<file path="config.mk">
export PLATFORM = sky130hd
export DESIGN_NAME = frame_deframer
export DESIGN_NICKNAME = d
export VERILOG_FILES = /design/src/rtl/frame_deframer.sv
export SDC_FILE = /design/constraint.sdc
export NUM_CORES = 1
export LEC_CHECK = 0
export ABC_AREA = 1
export CORE_MARGIN = 2
export CORE_UTILIZATION = 60
export CTS_CLUSTER_DIAMETER = 60
export DETAILED_ROUTE_END_ITERATION = 10
export GPL_TIMING_DRIVEN = 0
export PLACE_DENSITY_LB_ADDON = 0.08
export SLEW_MARGIN = 0
export SYNTH_ARGS = -nofsm -noshare
export SYNTH_HDL_FRONTEND = slang
export SYNTH_SLANG_ARGS = --single-unit
</file>
<file path="constraint.sdc">
create_clock -name i_clk -period 4.5 [get_ports i_clk]
set_clock_uncertainty 0.15 [all_clocks]
set_input_delay 0.675 -clock i_clk [delete_from_list [all_inputs] [get_ports i_clk]]
set_output_delay 0.675 -clock i_clk [all_outputs]
set_load 0.05 [all_outputs]
</file>
<file path="src/rtl/frame_deframer.sv">
// frame_deframer
//   Hunts a serial bit stream for a sync word, then reads a length byte,
//   that many payload bytes and, when DEFRAMER_CRC_EN is defined, a trailing
//   CRC-8 check byte (poly 0x07, init 0x00, over length + payload).
//   Payload leaves as a byte stream with per-frame done/error strobes.
//
//   Optional feature macro: DEFRAMER_CRC_EN (undefined: no CHECK state, no CRC).
//
// Ports
//   i_clk         system clock
//   i_rst         synchronous active-low reset
//   i_din         recovered data bit, qualified by i_vin
//   i_vin         bit-valid strobe, one bit consumed per cycle when high
//   o_byte_out    assembled payload byte, holds between strobes
//   o_byte_valid  one-cycle strobe, o_byte_out valid
//   o_byte_last   with o_byte_valid on the final payload byte
//   o_frame_done  one-cycle strobe, frame accepted
//   o_frame_err   one-cycle strobe, frame aborted or rejected
//   o_locked      high in every state except HUNT
module frame_deframer #(
  parameter logic [7:0] SYNC_WORD = 8'h7E,
  parameter int         MAX_LEN   = 64,
  parameter int         TIMEOUT   = 1024
) (
  input  logic       i_clk,
  input  logic       i_rst,
  input  logic       i_din,
  input  logic       i_vin,
  output logic [7:0] o_byte_out,
  output logic       o_byte_valid,
  output logic       o_byte_last,
  output logic       o_frame_done,
  output logic       o_frame_err,
  output logic       o_locked
);

  localparam int         IDLE_W    = $clog2(TIMEOUT);
  localparam logic [7:0] MAX_LEN_B = 8'(MAX_LEN);
  localparam logic [IDLE_W-1:0] IDLE_TC = IDLE_W'(TIMEOUT - 1);

`ifdef DEFRAMER_CRC_EN
  typedef enum logic [1:0] {S_HUNT, S_LEN, S_PAYLOAD, S_CHECK} state_t;
`else
  typedef enum logic [1:0] {S_HUNT, S_LEN, S_PAYLOAD} state_t;
`endif

  state_t            r_state, w_state_nxt;
  logic [7:0]        r_sr, w_sr_nxt;
  logic [2:0]        r_bitcnt, w_bitcnt_nxt;
  logic [7:0]        r_bytecnt, w_bytecnt_nxt;
  logic [7:0]        r_len, w_len_nxt;
  logic [IDLE_W-1:0] r_idle, w_idle_nxt;
  logic [7:0]        r_byte_out, w_byte_out_nxt;
  logic              r_byte_valid, w_byte_valid_nxt;
  logic              r_byte_last, w_byte_last_nxt;
  logic              r_frame_done, w_frame_done_nxt;
  logic              r_frame_err, w_frame_err_nxt;
  logic              r_locked;
  logic              w_to_hunt;
  logic              w_last_byte;

  // Shift register value after consuming the current bit.
  logic [7:0] w_shift;
  logic       w_bit8;
  assign w_shift = {r_sr[6:0], i_din};
  assign w_bit8  = i_vin && (r_bitcnt == 3'd7);
  assign w_last_byte = (r_bytecnt == r_len - 8'd1);

`ifdef DEFRAMER_CRC_EN
  logic [7:0] r_crc, w_crc_nxt, w_crc_step;
  logic       w_fb;
  assign w_fb       = r_crc[7] ^ i_din;
  assign w_crc_step = {r_crc[6:0], 1'b0} ^ (w_fb ? 8'h07 : 8'h00);
`endif

  always_comb begin
    w_state_nxt      = r_state;
    w_sr_nxt         = r_sr;
    w_bitcnt_nxt     = r_bitcnt;
    w_bytecnt_nxt    = r_bytecnt;
    w_len_nxt        = r_len;
    w_idle_nxt       = r_idle;
    w_byte_out_nxt   = r_byte_out;
    w_byte_valid_nxt = 1'b0;
    w_byte_last_nxt  = 1'b0;
    w_frame_done_nxt = 1'b0;
    w_frame_err_nxt  = 1'b0;
    w_to_hunt        = 1'b0;
`ifdef DEFRAMER_CRC_EN
    w_crc_nxt        = r_crc;
`endif

    // In-frame states share bit collection and the idle counter.
    if (r_state != S_HUNT) begin
      if (i_vin) begin
        w_idle_nxt   = '0;
        w_bitcnt_nxt = r_bitcnt + 3'd1;
        w_sr_nxt     = w_shift;
      end else begin
        w_idle_nxt   = r_idle + 1'b1;
      end
    end

    unique case (r_state)
      S_HUNT: begin
        if (i_vin) begin
          w_sr_nxt = w_shift;
          if (w_shift == SYNC_WORD) begin
            w_state_nxt  = S_LEN;
            w_bitcnt_nxt = 3'd0;
            w_idle_nxt   = '0;
`ifdef DEFRAMER_CRC_EN
            w_crc_nxt    = 8'h00;
`endif
          end
        end
      end
      S_LEN: begin
        if (i_vin) begin
`ifdef DEFRAMER_CRC_EN
          w_crc_nxt = w_crc_step;
`endif
          if (w_bit8) begin
            if (w_shift == 8'd0 || w_shift > MAX_LEN_B) begin
              w_frame_err_nxt = 1'b1;
              w_to_hunt       = 1'b1;
            end else begin
              w_len_nxt     = w_shift;
              w_bytecnt_nxt = 8'd0;
              w_state_nxt   = S_PAYLOAD;
            end
          end
        end
      end
      S_PAYLOAD: begin
        if (i_vin) begin
`ifdef DEFRAMER_CRC_EN
          w_crc_nxt = w_crc_step;
`endif
          if (w_bit8) begin
            w_byte_out_nxt   = w_shift;
            w_byte_valid_nxt = 1'b1;
            w_byte_last_nxt  = w_last_byte;
            w_bytecnt_nxt    = r_bytecnt + 8'd1;
            if (w_last_byte) begin
`ifdef DEFRAMER_CRC_EN
              w_state_nxt = S_CHECK;
`else
              w_frame_done_nxt = 1'b1;
              w_to_hunt        = 1'b1;
`endif
            end
          end
        end
      end
`ifdef DEFRAMER_CRC_EN
      S_CHECK: begin
        // Check bits are compared against the CRC, not folded into it.
        if (w_bit8) begin
          if (w_shift == r_crc) w_frame_done_nxt = 1'b1;
          else                  w_frame_err_nxt  = 1'b1;
          w_to_hunt = 1'b1;
        end
      end
`endif
      default: ;
    endcase

    // Terminal idle count: only reachable on a cycle without vin, so a
    // coincident vin always wins.
    if (r_state != S_HUNT && !i_vin && r_idle == IDLE_TC) begin
      w_frame_err_nxt = 1'b1;
      w_to_hunt       = 1'b1;
    end

    // Entering HUNT clears sr so a fresh sync must be shifted in.
    if (w_to_hunt) begin
      w_state_nxt  = S_HUNT;
      w_sr_nxt     = 8'h00;
      w_bitcnt_nxt = 3'd0;
      w_idle_nxt   = '0;
    end
  end

  always_ff @(posedge i_clk) begin
    if (!i_rst) begin
      r_state      <= S_HUNT;
      r_sr         <= 8'h00;
      r_bitcnt     <= 3'd0;
      r_bytecnt    <= 8'd0;
      r_len        <= 8'd0;
      r_idle       <= '0;
      r_byte_out   <= 8'h00;
      r_byte_valid <= 1'b0;
      r_byte_last  <= 1'b0;
      r_frame_done <= 1'b0;
      r_frame_err  <= 1'b0;
      r_locked     <= 1'b0;
`ifdef DEFRAMER_CRC_EN
      r_crc        <= 8'h00;
`endif
    end else begin
      r_state      <= w_state_nxt;
      r_sr         <= w_sr_nxt;
      r_bitcnt     <= w_bitcnt_nxt;
      r_bytecnt    <= w_bytecnt_nxt;
      r_len        <= w_len_nxt;
      r_idle       <= w_idle_nxt;
      r_byte_out   <= w_byte_out_nxt;
      r_byte_valid <= w_byte_valid_nxt;
      r_byte_last  <= w_byte_last_nxt;
      r_frame_done <= w_frame_done_nxt;
      r_frame_err  <= w_frame_err_nxt;
      r_locked     <= (w_state_nxt != S_HUNT);
`ifdef DEFRAMER_CRC_EN
      r_crc        <= w_crc_nxt;
`endif
    end
  end

  assign o_byte_out   = r_byte_out;
  assign o_byte_valid = r_byte_valid;
  assign o_byte_last  = r_byte_last;
  assign o_frame_done = r_frame_done;
  assign o_frame_err  = r_frame_err;
  assign o_locked     = r_locked;

endmodule

</file>
==> results of run 1 <==
power breakdown:
| part | switching [µW] | total, µW | leakage (µW) | internal, µW |
|---|---|---|---|---|
| clock | 146 | 368 | 0.0000654 | 222 |
| combinational | 23.6 | 34.9 | 0.000789 | 11.3 |
| sequential | 3.77 | 458 | 0.000412 | 455 |
| total | 173 | 861 | 0.00127 | 688 |
layer usage:
layer,vias up,global-route usage [%]
met5,-,0
met4,0,8.97
met3,11,4.65
met2,41,38.2
met1,1066,28.4
li1,1251,-
path summary, 6_finish.rpt:
check | start | end | slack (ns)
worst min register to register | r_len[7] | r_len[7] | 0.33
worst max register to register | r_state[1] | flop | 2.20
worst min-delay path | r_len[7] | r_len[7] | 0.33
worst max-delay path | i_din | r_bytecnt[3] | 2.15
metrics by stage:
stage / hold WS [ns] / total power, µW / instances
after floorplan: 0.295 / 493 / 377
after global placement: 0.309 / 502 / 442
after detailed placement: 0.311 / 503 / 442
after CTS: 0.325 / 865 / 450
after global routing: 0.342 / 890 / 450
final: 0.327 / 861 / 450
worst min-delay path, cell delays in order (launching register included):
cell and delay, ns:
dfxtp_1 0.33, nand3_1 0.08, inv_1 0.04
synthesized netlist by cell type:
cell and instances:
nor2_2 1, nor2_4 1, mux2_2 1, buf_1 1
buf_2 1, clkbuf_1 4, nor3_1 6, a22oi_1 2
xor2_1 7, inv_1 46, a21oi_1 32, nand3b_1 4
inv_2 1, xnor2_1 6, o21ai_0 26, buf_4 1
o21bai_1 1, o31ai_1 2, o22ai_1 1, dfxtp_1 51
ha_1 8, nand3_2 1, nand4_1 6, nand3_1 20
o21ai_1 1, nand2_2 4, nand2_4 1, nor2_1 57
nand2_1 81, buf_6 2, or2_1 1
kinds of logic (layout without fill, tap and decap cells):
family                     count (synthesis)  count (layout)  synth area share (%)
AOI/OAI and AO/OA                         65              65                  13.0
xor gates and xnor gates                  13              13                  4.38
adders and majority gates                  8               8                  3.85
buffers and inverters                     56              79                  8.85
DFF                                       51              51                  39.2
muxes                                      1               1                 0.433
and+or+nand+nor                          183             183                  30.2
final cells by class:
type / count / area, µm² / area share [%]
sequential: 51 / 1020 / 34.6
buffer: 9 / 53.8 / 1.83
timing repair buffer: 15 / 150 / 5.10
clock buffer: 6 / 72.6 / 2.46
multi-input combinational: 270 / 1350 / 45.8
tap: 50 / 62.6 / 2.12
clock inverter: 2 / 60.1 / 2.04
inverter: 47 / 176 / 5.99
==> results.md, run 1 <==
- Antenna violations before repair: 0
- Max Used Layer: met4
- Worst Max-Slew Pin Slew: 0.612 ns
- Crit path DAT: 2.39 ns
- Seq/Total Area, Yosys: 39.2%
- Post-synth top area share: 39.2%
- Num rows: 23
- Clock latency on the worst-skew pair: 0.30 ns
- Cell variety after synth: 31
- Final Max Tran Viols: 0
- Power Dens Cells: 292 nW/µm²
- Met3 WL: 197 µm
- # port buffers: 15
- Drt total wl: 5.32 mm
- Worst Path Buf+Inv: 2
- # fillers: 337
- M1 wire length: 2.50 mm
- Peak VDD IR: 270 µV
- Number of diodes: 0
- Tmin final: 2.35 ns
- Met2 wire len: 2.49 mm
- Placer Congestion: 0.860
- Cells taking the most area after synthesis: dfxtp_1, nand2_1, nor2_1, inv_1, a21oi_1
- Hold path depth: 2
- Slew headroom: 59.1%
- First-pass GRT wire length: 8.96 mm
- Routed Antenna Nets: 0
- Yosys top cell by area: dfxtp_1
- Avg Cell Area, Syn: 6.90 µm²
- Synthesis Warnings: 0
- Pleak: 0.00127 µW
- CTS tree: done
- Placement Setup Slack: 1.86 ns
- Max-cap violations: 0
- Seq cells post-synth: 51
- WP data required: 4.54 ns
- CP max-delay cell: clkdlybuf4s50_1
- Gr ovfl total: 0
- Final core utilization: 72.1%
- Most frequent cells in the layout: nand2_1, nor2_1, dfxtp_1
- Mapped Nets: 389
- CTS resizes: 0
- Die width: 69.8 µm
- Starting density of the core: 63.7%
- Most common cell on crit path: nand2_1
- Drt drc: 0
- Setup bufs post-CTS: 0
- Area growth syn-to-layout: 13.3%
- Drt wl/cell: 11.8 µm
- Setup total negative slack: 0 ns
- Root Buffer: clkbuf_8
- Worst setup SP type: input port
- H-Tree Depth: 2
- Slowest stage delay, CP: 0.41 ns
- Num CTS Buffers: 5
- Unrepaired setup endpoints after global routing: false
- Placed Area: 2810 µm²
- Share of layout cells above drive strength 1: 5.25%
- Setup WS post-layout: 2.15 ns
- First-pass DRT Iterations: 4
- CP Max Fanout: 7
- Critical path depth: 12
- Initial DRC Count: 81
- Critical path, cell by cell: clkdlybuf4s50_1 > inv_1 > nand2_1 > nor2_1 > nand2_1 > nand2_1 > nand2_2 > nand2_1 > nand2_2 > nor2_1 > xnor2_1 > nor2_1
- Largest net degree at the start of global routing: 16
- Final Cycle Share: 52.3%
- Die ar.: 4880 µm²
- Most common cell after layout, fill and taps aside: nand2_1
- Synthesized instance count: 377
- Layout Nets: 411
- Cell area after synthesis: 2600 µm²
- Longest Clk Path Bufs: 2
- # setup viols final: 0
- Delay-heaviest family, CP: simple AND/OR/NAND/NOR gates
- Dpl hpwl: 4.02 mm
- Status: finished clean
- All-Layer GR Usage: 22.7%
- Vias/cell: 5.26
- Setup crit end kind: flop
- Vias: 2369
- Min-delay worst type: flop to flop
- Design area: 2950 µm²
- Clk sinks: 51
- Setup CP Type: input port to flop
- Die height: 69.8 µm
- R2R depth: 10
- Final hold vios: 0
- IO Count: 17
- Vias in the first global route: 2075
- Core ar.: 4090 µm²
- Hold Buf Count CTS: 0
- Clock slew seen by the registers of the worst setup and hold paths: 0.09 ns
- Max Freq: 425 MHz
(Power assumes the default switching activity.)
==> run 2, diff against run 1 <==
CORE_UTILIZATION = 53   (was 60)
clock period = 2.05 ns   (was 4.5 ns; I/O delays follow)
==> run 2 against run 1 <==
Net effect:
- final cell count rose by 6.2%
- wire length is 9.0% higher
- largest power group unchanged
- global-route usage rose by 0.20 points
==> results.md, run 2 (synthesis gave the netlist of run 1 again) <==
- Status: finished clean
- H-Tree Depth: 2
- Num rows: 25
- Reg-to-reg slack, setup: 0.06 ns
- First-pass DRT Iterations: 4
- Starting density of the core: 55.1%
- Clk sinks: 51
- Dpl hpwl: 4.15 mm
- Worst setup SP type: flop
- # fillers: 424
- Hold path depth: 4
- All-Layer GR Usage: 22.9%
- Drt total wl: 5.80 mm
- Final Cycle Share: 97.1%
- Most common cell after layout, fill and taps aside: nand2_1
- Hold Worst Slack: 0.246 ns
- Root Buffer: clkbuf_8
- Hold Buf Count CTS: 0
- Power Dens Cells: 572 nW/µm²
- Antenna violations before repair: 0
- First-pass GRT wire length: 9.80 mm
- Slew headroom: 63.3%
- Most frequent cells in the layout: nand2_1, nor2_1, dfxtp_1
- Die width: 74.1 µm
- Layout Cells excl Fill: 478
- Final hold vios: 0
- Setup crit end kind: flop
- Die height: 74.1 µm
- Hold Path Origin: i_vin
- # port buffers: 15
- Routed Antenna Nets: 0
- Number of diodes: 0
- Setup CP Type: flop to flop
- Gr ovfl total: 0
- Max Freq: 502 MHz
- Placed insts: 459
- Drt drc: 0
- CTS tree: done
- R2R depth: 14
- Vias: 2430
- Area growth syn-to-layout: 22.3%
- Unrepaired setup endpoints after global routing: true
- Tmin final: 1.99 ns
- Share of layout cells above drive strength 1: 16.8%
- Core ar.: 4720 µm²
- CP Max Fanout: 5
- Layout Nets: 422
- Longest Clk Path Bufs: 2
- Crit path DAT: 2.04 ns
- Setup WS post-layout: 0.0587 ns
- R2R Path End: r_idle[0]
- Min-delay worst type: input port to flop
- Placement Setup Slack: -0.216 ns
- Vias in the first global route: 2158
- Placer Congestion: 0.886
- Worst Max-Slew Pin Slew: 0.549 ns
- Peak VDD IR: 428 µV
- Final Max Tran Viols: 0
- Pleak: 0.00134 µW
- Largest net degree at the start of global routing: 16
- Num CTS Buffers: 5
- IO Count: 17
- Initial DRC Count: 111
- Die ar.: 5480 µm²
- Drt wl/cell: 12.1 µm
- Reg2reg start: r_len[0]
- Max-cap violations: 0
- WP data required: 2.10 ns
- Clock latency on the worst-skew pair: 0.30 ns
- Clock slew seen by the registers of the worst setup and hold paths: 0.09 ns
- # setup viols final: 0
- Final core utilization: 67.4%
- Vias/cell: 5.08
-- run 2: cell types whose count changed in the layout (fill, tap and decap cells not counted), sizes merged --
cell	previous run	this run
clkinv	0	1
bufinv	2	1
buf	5	16
-- run 2: stage by stage --
stage	TNS, ns	instance area, µm²	total power, µW
floorplan	0	2600	1080
global placement	-6.37	2840	1100
finish	0	3180	1820
CTS	-0.311	3080	1830
detailed placement	-6.29	2840	1110
global route	-1.50	3180	1880
-- run 2: repair_timing --
item / 4_1_cts / 5_1_grt
gates resized for setup: 22 / 27
endpoints found under the setup margin: 25 / 32
pin swaps: 12 / 10
cloned: 2 / 0
setup buffers: 5 / 5
-- run 2: critical path, cell delays in order, from the launching register on --
cell	delay (ns)
dfxtp_2	0.37
inv_4	0.04
ha_4	0.27
nor2_2	0.05
nor2_4	0.12
nand3_2	0.07
nor2_1	0.09
nand2_1	0.06
nor2_2	0.09
nand3_2	0.13
nand2_2	0.11
nand2_4	0.06
nand2_4	0.10
buf_6	0.14
nor2_1	0.05
-- run 2: area by class of cell --
cell class,instances,area (µm²),area share (%)
multi-input cells,270,1470,46.2
flip-flops and latches,51,1030,32.4
repair buffers,27,248,7.79
inverters,47,179,5.62
well taps,67,83.8,2.63
clock buffers,6,82.6,2.60
plain buffers,8,52.6,1.65
clock inverters,2,35.0,1.10
-- run 2: worst max-delay path by stage --
stage	startpoint	to	slack, ns	depth (start not counted)
6_report	r_len[0]	r_idle[0]	0.06	14
5_1_grt	r_idle[1]	flop	-0.09	13
4_1_cts	r_len[1]	flop	-0.03	15
3_5_place_dp	r_state[1]	r_idle[2]	-0.22	12
3_3_place_gp	r_state[1]	r_idle[0]	-0.23	12
2_1_floorplan	r_state[1]	r_idle[9]	0.13	10
-- run 2: layer usage --
| metal | GRT usage, % | share of wire (%) |
|---|---|---|
| met5 | 0 | 0 |
| met2 | 39.9 | 50 |
| met3 | 4.07 | 2.5 |
| met4 | 6.67 | 1.7 |
| met1 | 29.1 | 46 |
-- run 2: power breakdown --
group | switching, µW | leakage [µW] | internal, µW | total, µW
combinational | 58.3 | 0.000866 | 29.6 | 87.9
clock | 331 | 0.0000612 | 395 | 726
sequential | 8.13 | 0.000416 | 996 | 1000
total | 397 | 0.00134 | 1420 | 1820
